===== config.mk =====
export PLATFORM = sky130hd
export DESIGN_NAME = intersection_phase_scheduler_flat
export DESIGN_NICKNAME = d
export VERILOG_FILES = /design/src/rtl/intersection_phase_scheduler_if.sv /design/src/rtl/intersection_phase_scheduler.sv /design/src/flat_wrapper.sv
export SDC_FILE = /design/constraint.sdc
export NUM_CORES = 1
export LEC_CHECK = 0
export CAP_MARGIN = 30
export CORE_MARGIN = 4
export CORE_UTILIZATION = 40
export CTS_CLUSTER_SIZE = 8
export DETAILED_ROUTE_END_ITERATION = 12
export PLACE_DENSITY_LB_ADDON = 0.1
export SETUP_SLACK_MARGIN = 0.2
export SYNTH_ARGS = -nofsm -noshare
export SYNTH_HDL_FRONTEND = slang
export SYNTH_SLANG_ARGS = --single-unit

===== constraint.sdc =====
create_clock -name i_clk -period 1.97 [get_ports i_clk]
set_clock_uncertainty 0.1 [all_clocks]
set_input_delay 0.197 -clock i_clk [delete_from_list [all_inputs] [get_ports i_clk]]
set_output_delay 0.197 -clock i_clk [all_outputs]
set_load 0.05 [all_outputs]

===== src/rtl/intersection_phase_scheduler_if.sv =====
// intersection_phase_scheduler_if: scheduler bus (requests, clearance acks, grants, status)
// slave  : scheduler side (takes tick/requests/acks, drives grants and status)
// master : environment side (drives tick/requests/acks, observes grants and status)
interface intersection_phase_scheduler_if;
  logic       tick_en;
  logic       req_side;
  logic       req_ped;
  logic       main_clear;
  logic       side_clear;
  logic       main_go;
  logic       side_go;
  logic       ped_walk;
  logic       all_red;
  logic [2:0] phase;
  logic       side_pend;
  logic       ped_pend;
  logic       fault;
  modport slave (
    input  tick_en, req_side, req_ped, main_clear, side_clear,
    output main_go, side_go, ped_walk, all_red, phase, side_pend, ped_pend, fault
  );
  modport master (
    output tick_en, req_side, req_ped, main_clear, side_clear,
    input  main_go, side_go, ped_walk, all_red, phase, side_pend, ped_pend, fault
  );
endinterface


===== src/rtl/intersection_phase_scheduler.sv =====
// intersection_phase_scheduler: right-of-way scheduler for main/side approaches plus a pedestrian phase
// i_clk, i_rst : clock, synchronous active-high reset
// io_bus       : slave modport; tick_en/req_side/req_ped/main_clear/side_clear in,
//                main_go/side_go/ped_walk/all_red/phase/side_pend/ped_pend/fault out
// SCHED_CLR_TIMEOUT_EN : when defined, a missing clearance ack leads to a sticky FAULT state
module intersection_phase_scheduler #(
  parameter int TW          = 5,
  parameter int INIT_TIME   = 6,
  parameter int MIN_GREEN   = 9,
  parameter int SIDE_GREEN  = 9,
  parameter int ALL_RED     = 2,
  parameter int PED_TIME    = 6,
  parameter int CLR_TIMEOUT = 12
) (
  input logic i_clk,
  input logic i_rst,
  intersection_phase_scheduler_if.slave io_bus
);
`ifdef SCHED_CLR_TIMEOUT_EN
  localparam bit L_TO_EN = 1'b1;
`else
  localparam bit L_TO_EN = 1'b0;
`endif
  typedef enum logic [2:0] {
    S_INIT, S_MAIN, S_MAIN_CLR, S_ALLRED, S_SIDE, S_SIDE_CLR, S_PED, S_FAULT
  } state_t;
  state_t        r_state, w_next;
  logic [TW-1:0] r_timer;
  logic          r_last_side, r_side_pend, r_ped_pend;
  logic          w_timeout, w_to_allred;
  assign w_timeout   = L_TO_EN && r_timer >= TW'(CLR_TIMEOUT);
  assign w_to_allred = w_next == S_ALLRED && r_state != S_ALLRED;
  always_comb begin
    w_next = r_state;
    case (r_state)
      S_INIT:     w_next = r_timer >= TW'(INIT_TIME) ? S_MAIN : S_INIT;
      S_MAIN:     w_next = (r_timer >= TW'(MIN_GREEN) && (r_side_pend || r_ped_pend)) ? S_MAIN_CLR : S_MAIN;
      S_MAIN_CLR: w_next = io_bus.main_clear ? S_ALLRED : w_timeout ? S_FAULT : S_MAIN_CLR;
      S_SIDE:     w_next = r_timer >= TW'(SIDE_GREEN) ? S_SIDE_CLR : S_SIDE;
      S_SIDE_CLR: w_next = io_bus.side_clear ? S_ALLRED : w_timeout ? S_FAULT : S_SIDE_CLR;
      S_ALLRED:   w_next = r_timer < TW'(ALL_RED) ? S_ALLRED :
                           r_ped_pend ? S_PED :
                           (!r_last_side && r_side_pend) ? S_SIDE : S_MAIN;
      S_PED:      w_next = r_timer >= TW'(PED_TIME) ? S_ALLRED : S_PED;
      default:    w_next = S_FAULT;
    endcase
  end
  // last only flips to SIDE after side clearance; main clearance and any PED exit both leave it at MAIN
  always_ff @(posedge i_clk) begin
    if (i_rst) begin
      r_state     <= S_INIT;
      r_timer     <= '0;
      r_last_side <= 1'b0;
      r_side_pend <= 1'b0;
      r_ped_pend  <= 1'b0;
    end else begin
      r_state     <= w_next;
      r_timer     <= w_next != r_state ? '0 : (io_bus.tick_en && r_timer != '1) ? r_timer + 1'b1 : r_timer;
      r_side_pend <= (w_next == S_SIDE && r_state != S_SIDE) ? 1'b0 : r_side_pend | io_bus.req_side;
      r_ped_pend  <= (w_next == S_PED && r_state != S_PED) ? 1'b0 : r_ped_pend | io_bus.req_ped;
      r_last_side <= w_to_allred ? r_state == S_SIDE_CLR : r_last_side;
    end
  end
  assign io_bus.main_go   = r_state == S_MAIN;
  assign io_bus.side_go   = r_state == S_SIDE;
  assign io_bus.ped_walk  = r_state == S_PED;
  assign io_bus.all_red   = r_state inside {S_INIT, S_ALLRED, S_PED, S_FAULT};
  assign io_bus.phase     = r_state;
  assign io_bus.side_pend = r_side_pend;
  assign io_bus.ped_pend  = r_ped_pend;
  assign io_bus.fault     = L_TO_EN && r_state == S_FAULT;
endmodule


===== src/flat_wrapper.sv =====
// flat-port wrapper written by rule: the top's interface ports become plain ports
module intersection_phase_scheduler_flat 
#(
  parameter int TW          = 5,
  parameter int INIT_TIME   = 6,
  parameter int MIN_GREEN   = 9,
  parameter int SIDE_GREEN  = 9,
  parameter int ALL_RED     = 2,
  parameter int PED_TIME    = 6,
  parameter int CLR_TIMEOUT = 12
)
  (i_clk, i_rst, io_bus_tick_en, io_bus_req_side, io_bus_req_ped, io_bus_main_clear, io_bus_side_clear, io_bus_main_go, io_bus_side_go, io_bus_ped_walk, io_bus_all_red, io_bus_phase, io_bus_side_pend, io_bus_ped_pend, io_bus_fault);
  intersection_phase_scheduler_if io_bus_i ();
  input logic i_clk;
  input logic i_rst;
  input wire logic [$bits(io_bus_i.tick_en)-1:0] io_bus_tick_en;
  input wire logic [$bits(io_bus_i.req_side)-1:0] io_bus_req_side;
  input wire logic [$bits(io_bus_i.req_ped)-1:0] io_bus_req_ped;
  input wire logic [$bits(io_bus_i.main_clear)-1:0] io_bus_main_clear;
  input wire logic [$bits(io_bus_i.side_clear)-1:0] io_bus_side_clear;
  output wire logic [$bits(io_bus_i.main_go)-1:0] io_bus_main_go;
  output wire logic [$bits(io_bus_i.side_go)-1:0] io_bus_side_go;
  output wire logic [$bits(io_bus_i.ped_walk)-1:0] io_bus_ped_walk;
  output wire logic [$bits(io_bus_i.all_red)-1:0] io_bus_all_red;
  output wire logic [$bits(io_bus_i.phase)-1:0] io_bus_phase;
  output wire logic [$bits(io_bus_i.side_pend)-1:0] io_bus_side_pend;
  output wire logic [$bits(io_bus_i.ped_pend)-1:0] io_bus_ped_pend;
  output wire logic [$bits(io_bus_i.fault)-1:0] io_bus_fault;
  assign io_bus_i.tick_en = io_bus_tick_en;
  assign io_bus_i.req_side = io_bus_req_side;
  assign io_bus_i.req_ped = io_bus_req_ped;
  assign io_bus_i.main_clear = io_bus_main_clear;
  assign io_bus_i.side_clear = io_bus_side_clear;
  assign io_bus_main_go = io_bus_i.main_go;
  assign io_bus_side_go = io_bus_i.side_go;
  assign io_bus_ped_walk = io_bus_i.ped_walk;
  assign io_bus_all_red = io_bus_i.all_red;
  assign io_bus_phase = io_bus_i.phase;
  assign io_bus_side_pend = io_bus_i.side_pend;
  assign io_bus_ped_pend = io_bus_i.ped_pend;
  assign io_bus_fault = io_bus_i.fault;
  intersection_phase_scheduler #(.TW(TW), .INIT_TIME(INIT_TIME), .MIN_GREEN(MIN_GREEN), .SIDE_GREEN(SIDE_GREEN), .ALL_RED(ALL_RED), .PED_TIME(PED_TIME), .CLR_TIMEOUT(CLR_TIMEOUT)) u_core (.i_clk(i_clk), .i_rst(i_rst), .io_bus(io_bus_i));
endmodule

# [Yosys cells after proc, flatten, opt, wreduce, memory -nomap -nowiden]
# Cells that the tools add are included.
[classes] n_eq_ne=15 magnitude_cmp=3 add_sub_neg=1 mux=10 n_bitwise=2 reduce_logical=13
[ops] operator="one-hot mux 3 bit (7 select lines)" count=1
[ops] operator="== test 3 bit, second input constant" count=6
[ops] operator="2-to-1 mux 3 bit" count=5
[ops] operator="== test 3 x 2 -> 1 bit, second input constant" count=3
[ops] operator="logical AND 1 bit" count=6
[ops] operator="inequality test 3 bit, second input constant" count=2
[ops] operator="OR reduction 2 bit" count=3
[ops] operator="adder 5 x 1 -> 5 bit, second input constant" count=1
[ops] operator=">= comparator 5 x 3 -> 1 bit, second input constant" count=1
[ops] operator=">= comparator 5 x 4 -> 1 bit, second input constant" count=1
[ops] operator="< comparator 5 x 2 -> 1 bit, second input constant" count=1
[ops] operator="inequality test 5 bit, second input constant" count=1
[ops] operator="nonzero test 4 bit" count=1
[ops] operator="== test 3 x 1 -> 1 bit, second input constant" count=1
[ops] operator="logical NOT 3 bit" count=1
[ops] operator="2-to-1 mux 1 bit" count=3
[ops] operator="inequality test 3 x 2 -> 1 bit, second input constant" count=1
[ops] operator="inequality test 3 bit" count=1
[ops] operator="2-to-1 mux 2 bit" count=1
[ops] operator="bitwise OR 1 bit" count=2
[ops] operator="logical NOT 1 bit" count=1
[ops] operator="logical OR 1 bit" count=1
[totals] wordCells=49 output_inout_bits=10 reg_bits=11 in_bits=7

# [Depth between registers and ports, before layout]
# Gate-level depths: netlist (run 1).
[depth] depth_word=9 mapped_depth=8 depth_no_buf=7

# [Worst setup path before layout (run 1)]
# OpenSTA, ideal clock, no wires.
[synth_timing] kind="register to register" from="register u_core.r_state[1] (netlist: u_core.io_bus.phase[1])" to="register u_core.r_last_side" path_buffers=1 setup_ns=0.072 t_arrival_ns=2.837 period_less_slack_ns=3.009 required_ns=1.798 slack_ns=-1.039 path_stages_with_launch=7 cell_sequence="dfxtp_1 > buf_2 > nor3b_1 > o211a_4 > o21ai_0 > a211oi_1 > mux2i_1"
[synth_between] elab_chain_cells=4 elab_cells_between_ends=11 classes_between="8 x eq/ne; 1 x mux; 2 x reduce/logical"
[synth_lines] item="start, declared" line="intersection_phase_scheduler.sv:27" rtl="state_t r_state, w_next;"
[synth_lines] item="start signal, assigned" line="intersection_phase_scheduler.sv:57" rtl="r_state <= w_next;"
[synth_lines] item="== test 3 x 1 -> 1 bit"
[synth_lines] item="net io_bus_main_go" line="flat_wrapper.sv:21" rtl="output wire logic [$bits(io_bus_i.main_go)-1:0] io_bus_main_go;"
[synth_lines] item="one-hot mux 3 bit (7 select lines)" line="intersection_phase_scheduler.sv:35" rtl="case (r_state)"
[synth_lines] item="== test 3 x 2 -> 1 bit" line="intersection_phase_scheduler.sv:32" rtl="assign w_to_allred = w_next == S_ALLRED && r_state != S_ALLRED;"
[synth_lines] item="logical AND 1 bit" line="intersection_phase_scheduler.sv:32"
[synth_lines] item="end signal, assigned" line="intersection_phase_scheduler.sv:61" rtl="r_last_side <= w_to_allred ? r_state == S_SIDE_CLR : r_last_side;"
[synth_lines] item="end, declared" line="intersection_phase_scheduler.sv:29" rtl="logic r_last_side, r_side_pend, r_ped_pend;"
# The timed path passes the listed nets, and every way through them passes these cells.
# A chain may end at the register's enable or synchronous reset.

# [Final worst setup path (run 1)]
[layout_timing] from="register u_core.r_timer[1]" to="register u_core.r_timer[1]"
[layout_between] elab_chain_cells=6 elab_cells_between_ends=15 classes_between="1 x add/sub; 3 x order compare; 2 x eq/ne; 6 x mux; 3 x reduce/logical"
[layout_lines] item="start, declared" line="intersection_phase_scheduler.sv:28" rtl="logic [TW-1:0] r_timer;"
[layout_lines] item="start signal, assigned" line="intersection_phase_scheduler.sv:58" rtl="r_timer <= w_next != r_state ? '0 : (io_bus.tick_en && r_timer != '1) ? r_timer + 1'b1 : r_timer;"
[layout_lines] item=">= comparator 5 x 4 -> 1 bit" line="intersection_phase_scheduler.sv:37, intersection_phase_scheduler.sv:39"
[layout_lines] item="logical AND 1 bit" line="intersection_phase_scheduler.sv:37" rtl="S_MAIN: w_next = (r_timer >= TW'(MIN_GREEN) && (r_side_pend || r_ped_pend)) ? S_MAIN_CLR : S_MAIN;"
[layout_lines] item="2-to-1 mux 2 bit" line="intersection_phase_scheduler.sv:37"
[layout_lines] item="one-hot mux 3 bit (7 select lines)" line="intersection_phase_scheduler.sv:35"
[layout_lines] item="inequality test 3 bit" line="intersection_phase_scheduler.sv:58"
[layout_lines] item="OR reduction 2 bit (no source line)"
# Parallel ways exist; a longest one is shown, timed or not.

==> results of run 1 <==
-- worst max path at each step --
stage,end,slack (ps),depth (start not counted)
after floorplan,u_core.r_last_side,-40,6
after global placement,u_core.r_timer[1],-50,7
after detailed placement,u_core.r_timer[1],-90,7
after CTS,u_core.r_timer[1],-100,7
after global routing,u_core.r_timer[1],-140,8
final,u_core.r_timer[1],-70,8
-- worst reg2reg max path: stages (launching register included) --
cell,delay [ps]
dfxtp_4,360
inv_2,40
ha_4,140
or4_4,430
a211o_1,300
o211ai_1,80
buf_4,170
o2111ai_4,160
a211oi_2,180
-- flip-flops by register name (all words and copies together), names as in the netlist --
name and flops:
u_core.r_timer 5, u_core.r_last_side 1, u_core.io_bus.ped_pend 1, u_core.io_bus.phase 3, u_core.io_bus.side_pend 1
-- routing by layer --
| metal | routed length [um] | vias up | track usage (%) | part of all wire (%) |
|---|---|---|---|---|
| met3 | 59 | 5 | 1.69 | 2.9 |
| met2 | 925 | 19 | 22.0 | 46 |
| li1 | - | 404 | - | - |
| met4 | 44 | 0 | 7.66 | 2.2 |
| met1 | 977 | 361 | 23.1 | 49 |
| met5 | 0 | - | 0 | 0 |
-- Yosys cell counts (all sizes together), types with 2 or more instances --
cell / n
ha: 4
and3: 2
o211ai: 4
nor2: 9
dfxtp: 11
nor2b: 4
inv: 7
clkbuf: 3
or4: 2
a211oi: 2
nand2b: 2
and2: 2
nand4: 2
a21oi: 3
o2111ai: 2
nand2: 4
xor2: 2
buf: 2
o21ai: 6
a31oi: 2
xnor2: 2
nand3: 2
o211a: 2
-- metrics by stage --
step	instance area, um^2	instances	setup TNS, ps	setup slack (ps)
2_1_floorplan	876	94	-42.7	-42.7
3_3_place_gp	1130	146	-117	-54.8
3_5_place_dp	1130	146	-334	-92.3
4_1_cts	1180	150	-382	-103
5_1_grt	1220	151	-785	-137
6_report	1220	151	-126	-71.4
-- cells by family after synthesis --
kind of cell,synth area share (%)
buffers and inverters,6.12
flip-flops,26.9
AND/OR/NAND/NOR,22.2
multiplexers,1.22
AO/OA/AOI/OAI,32.7
adder cells (fa/ha/maj),6.12
XOR/XNOR,4.28
other,0.458
-- repair_timing --
| action | 4_1_cts | 5_1_grt |
|---|---|---|
| hold buffers | 0 | 0 |
| pin swaps | 5 | 7 |
| gates cloned | 0 | 0 |
| setup endpoints to repair | 13 | 12 |
| buffers inserted | 0 | 1 |
| resized for setup | 8 | 7 |
-- power by group through the flow --
stage / logic, W / clock network (W) / registers [W]
after floorplan: 0.0000567 / 0 / 0.000255
after global placement: 0.000109 / 0 / 0.000242
after detailed placement: 0.000111 / 0 / 0.000243
after CTS: 0.000112 / 0.000159 / 0.000239
after global routing: 0.000122 / 0.000172 / 0.000240
final: 0.000114 / 0.000154 / 0.000239
-- final cells by class --
| class | instances | area (um^2) |
|---|---|---|
| fillers | 180 | 744 |
| repair buffers | 31 | 273 |
| multi-input cells | 71 | 626 |
| flip-flops and latches | 11 | 233 |
| inverters | 7 | 26.3 |
| well taps | 27 | 33.8 |
| clock buffers | 4 | 26.3 |
==> impl_metrics.json, run 1 <==
{
  "critPathBufInv": 2,
  "whs_ps": 366,
  "h-tree-depth": 1,
  "yosysSeqAreaShare_pct": 26.9,
  "cp.arrival_ps": 2130,
  "die_h_um": 53.2,
  "drt-total-wl_um": 2010,
  "hold_viol_final": 0,
  "drc_errors": 0,
  "synth_nets": 105,
  "grt_start_max_net_pins": 13,
  "final_common_cell": "buf_4",
  "yosysWarnings": 0,
  "ys.flop_type": "dfxtp_1",
  "post-synth-top-area-cell": "dfxtp_1",
  "vias": 789,
  "area_delta_synth_final_pct": 48.8,
  "max_freq_ghz": 0.490,
  "dr.pass1.iters": 4,
  "mostFrequentLayoutCells": "buf_4, nor2_1, dfxtp_1, inv_1, clkdlybuf4s50_1",
  "layout.nets": 136,
  "period_minus_slack_ps": 2040,
  "regToRegSetupSlack_ps": -70,
  "drt_iter0_drc": 26,
  "core_um2": 1960,
  "grt_pass1_wl_um": 3230,
  "syn_area_um2": 818,
  "dp.final_hpwl_um": 1590,
  "cp_max_fo": 5,
  "die_area_um2": 2830,
  "synth-edff-count": 0,
  "swShare_pct": 29.0,
  "drv_cap": 0,
  "hold_end": "u_core.r_last_side",
  "cts_made_buffers": 3,
  "ir_drop_mv": 0.373,
  "r2r-end": "u_core.r_timer[1]",
  "gp_congestion": 0.823,
  "synth.area.top_cells": "dfxtp_1, ha_1, nor2_1",
  "startpoint": "u_core.r_timer[1]",
  "yosys.area.top_type_share_pct": 26.9,
  "port_buffers": 15,
  "worst_hold_startpoint": "u_core.r_last_side",
  "grt_overflow": 0,
  "r2r_start": "u_core.r_timer[1]",
  "status": "finished with violations",
  "clk_path_buf_depth": 2,
  "crit_path_start_kind": "register",
  "async_flop_share_pct": 0,
  "p_int_w": 0.000360,
  "first_global_vias": 718,
  "path_class": "register to register",
  "crit_required_ps": 2060,
  "fp-row-count": 16,
  "n_antenna_cell": 0,
  "syn_area_per_cell_um2": 8.71,
  "die_w_um": 53.2,
  "ant_nets": 0,
  "crit_slowest_cell": "or4_4",
  "pwr-share-seq_pct": 47.1,
  "cpLargestDelayFamily": "compound AO/OA/AOI/OAI gates",
  "hp-class": "register to register",
  "cts_tree": "yes",
  "synth.distinct_cells": 42,
  "hold_depth": 2,
  "p_leak_nw": 0.497,
  "slew_viol_final": 0,
  "ios": 17,
  "max_stage_delay_ps": 430,
  "p_switching_w": 0.000147,
  "cp_cell_sequence": "inv_2 -> ha_4 -> or4_4 -> a211o_1 -> o211ai_1 -> buf_4 -> o2111ai_4 -> a211oi_2",
  "start_util_pct": 41.7,
  "total_power_w": 0.000507,
  "synth_cells": 94,
  "synth-seq-cells": 11,
  "p_clk_share_pct": 30.4,
  "cts_sinks": 11,
  "layout_setup_ws_ps": -71.4,
  "antenna_found_initial": 0,
  "wl_per_cell_um": 13.3,
  "powerDensity_nw_per_um2": 417,
  "grt_usage_pct": 15.7,
  "ff2ff_path_depth": 8,
  "clk_latency_ps": 270,
  "cts_root_buffer": "clkbuf_4",
  "viasPerCell": 5.23,
  "violations": "setup timing",
  "rsz0062_at_grt": "true",
  "finalCritPeriodShare_pct": 104,
  "clkTransAtPathRegs_ps": 70,
  "final_util_pct": 62.1,
  "final_layout_size_suffix_gt1_share_pct": 40.3,
  "setup_viol_count_final": 4,
  "end_kind": "register",
  "combPwrFrac_pct": 22.5
}
No activity file was read; power rests on OpenSTA's default activity.
==> run 2: changes to the inputs <==
- CTS_BUF_LIST: not set -> sky130_fd_sc_hd__clkbuf_8
- CTS_CLUSTER_DIAMETER: not set -> 60
==> run 2 against run 1 <==
Net effect: the flow still finishes with violations (setup timing); first-iteration DRC count fell by 54%; clock power up 42%; fmax hardly changed; via count down 0.25%; non-clock buffer count stayed put; largest power group unchanged.
==> impl_metrics.json, run 2 (synthesis results as in run 1) <==
{
  "crit_path_start_kind": "register",
  "nFillCells": 183,
  "ios": 17,
  "final_layout_size_suffix_gt1_share_pct": 39.5,
  "path_class": "register to register",
  "place_area_um2": 1130,
  "stdcell_area_um2": 1230,
  "mostFrequentLayoutCells": "buf_4, nor2_1, inv_1, dfxtp_1, clkdlybuf4s50_1",
  "cts_sinks": 11,
  "hp-class": "register to register",
  "port_buffers": 15,
  "grt_start_max_net_pins": 13,
  "clk_path_buf_depth": 2,
  "finalCritPeriodShare_pct": 104,
  "clk_latency_ps": 230,
  "slew_viol_final": 0,
  "dr.pass1.iters": 7,
  "wl_per_cell_um": 13.6,
  "cts_root_buffer": "clkbuf_8",
  "powerDensity_nw_per_um2": 464,
  "hold_viol_final": 0,
  "final_common_cell": "buf_4",
  "gp_congestion": 0.823,
  "grt_usage_pct": 16.5,
  "layout.nets": 136,
  "core_um2": 1960,
  "cts_made_buffers": 3,
  "max_freq_ghz": 0.490,
  "fp-row-count": 16,
  "rsz0062_at_grt": "true",
  "layout_setup_ws_ps": -70.9,
  "drt-total-wl_um": 2060,
  "start_util_pct": 41.7,
  "cp_max_fo": 5,
  "grt_pass1_wl_um": 3410,
  "cts_tree": "yes",
  "postCtsHoldBufs": 0,
  "crit_required_ps": 2020,
  "tightest_slew_ps": 499,
  "drv_cap": 0,
  "die_w_um": 53.2,
  "n_antenna_cell": 0,
  "status": "finished with violations",
  "violations": "setup timing",
  "viasPerCell": 5.21,
  "drt_iter0_drc": 12,
  "timing.slew.headroom_pct": 66.6,
  "largest_reg_flops": 5,
  "p_leak_nw": 0.517,
  "h-tree-depth": 1,
  "ant_nets": 0,
  "area_delta_synth_final_pct": 50.8,
  "drc_errors": 0,
  "setup-tns-final_ps": -124,
  "die_h_um": 53.2,
  "clkTransAtPathRegs_ps": 50,
  "cp.arrival_ps": 2090,
  "setup_viol_count_final": 5,
  "dp.final_hpwl_um": 1590,
  "die_area_um2": 2830,
  "ir_drop_mv": 0.373,
  "first_global_vias": 743,
  "end_kind": "register",
  "largest_register": "u_core.r_timer",
  "antenna_found_initial": 0,
  "grt_overflow": 0,
  "vias": 787,
  "period_minus_slack_ps": 2040
}
==> run 2: routing by layer <==
metal,global-route usage (%),up-vias,wire (um)
met4,6.38,0,10
met3,2.54,2,91
met5,0,-,0
li1,-,403,-
met2,24.3,23,959
met1,23.8,359,1000
==> run 2: cell type report <==
class	instances	area, um^2	share of cell area (%)
clock buffer	3	41.3	3.35
inverter	7	26.3	2.13
timing repair buffer	31	277	22.4
clock inverter	1	3.75	0.304
multi-input combinational	71	619	50.2
tap	27	33.8	2.74
sequential	11	233	18.9
==> run 2: critical path: stages, from the launching register on <==
cell and delay (ps):
dfxtp_4 350, inv_2 40, ha_4 140, or4_4 430, a211o_1 300, o211ai_1 80, buf_4 170, o2111ai_4 150
a211oi_2 180
==> run 2: where the power goes <==
part / internal [W] / switching (W) / leakage, nW
combinational: 0.0000545 / 0.0000597 / 0.398
clock: 0.000137 / 0.0000818 / 0.0269
sequential: 0.000229 / 0.0000108 / 0.0926
total: 0.000420 / 0.000152 / 0.517
==> run 2: stage by stage <==
step | cells | util, % | worst slack [ps] | power, W | hold slack [ps]
2_1_floorplan | 94 | - | -42.7 | 0.000312 | 160
3_3_place_gp | 146 | 57.8 | -54.8 | 0.000352 | 347
3_5_place_dp | 146 | 57.8 | -92.3 | 0.000353 | 352
4_1_cts | 150 | 61.3 | -99.8 | 0.000573 | 389
5_1_grt | 151 | 62.9 | -132 | 0.000596 | 425
6_report | 151 | 62.9 | -70.9 | 0.000572 | 382
==> run 2: worst paths after layout <==
path	from	to	slack [ps]	cells after the start
setup / recovery	u_core.r_timer[1]	u_core.r_timer[1]	-70	8
hold / removal	u_core.r_last_side	u_core.r_last_side	380	2
setup reg to reg	u_core.r_timer[1]	u_core.r_timer[1]	-70	8
hold reg to reg	u_core.r_last_side	u_core.r_last_side	380	2
==> run 2: timing repair <==
item	CTS	global route
gates resized for setup	7	7
pin swaps	7	6
buffers inserted	0	1
endpoints found under the setup margin	12	12
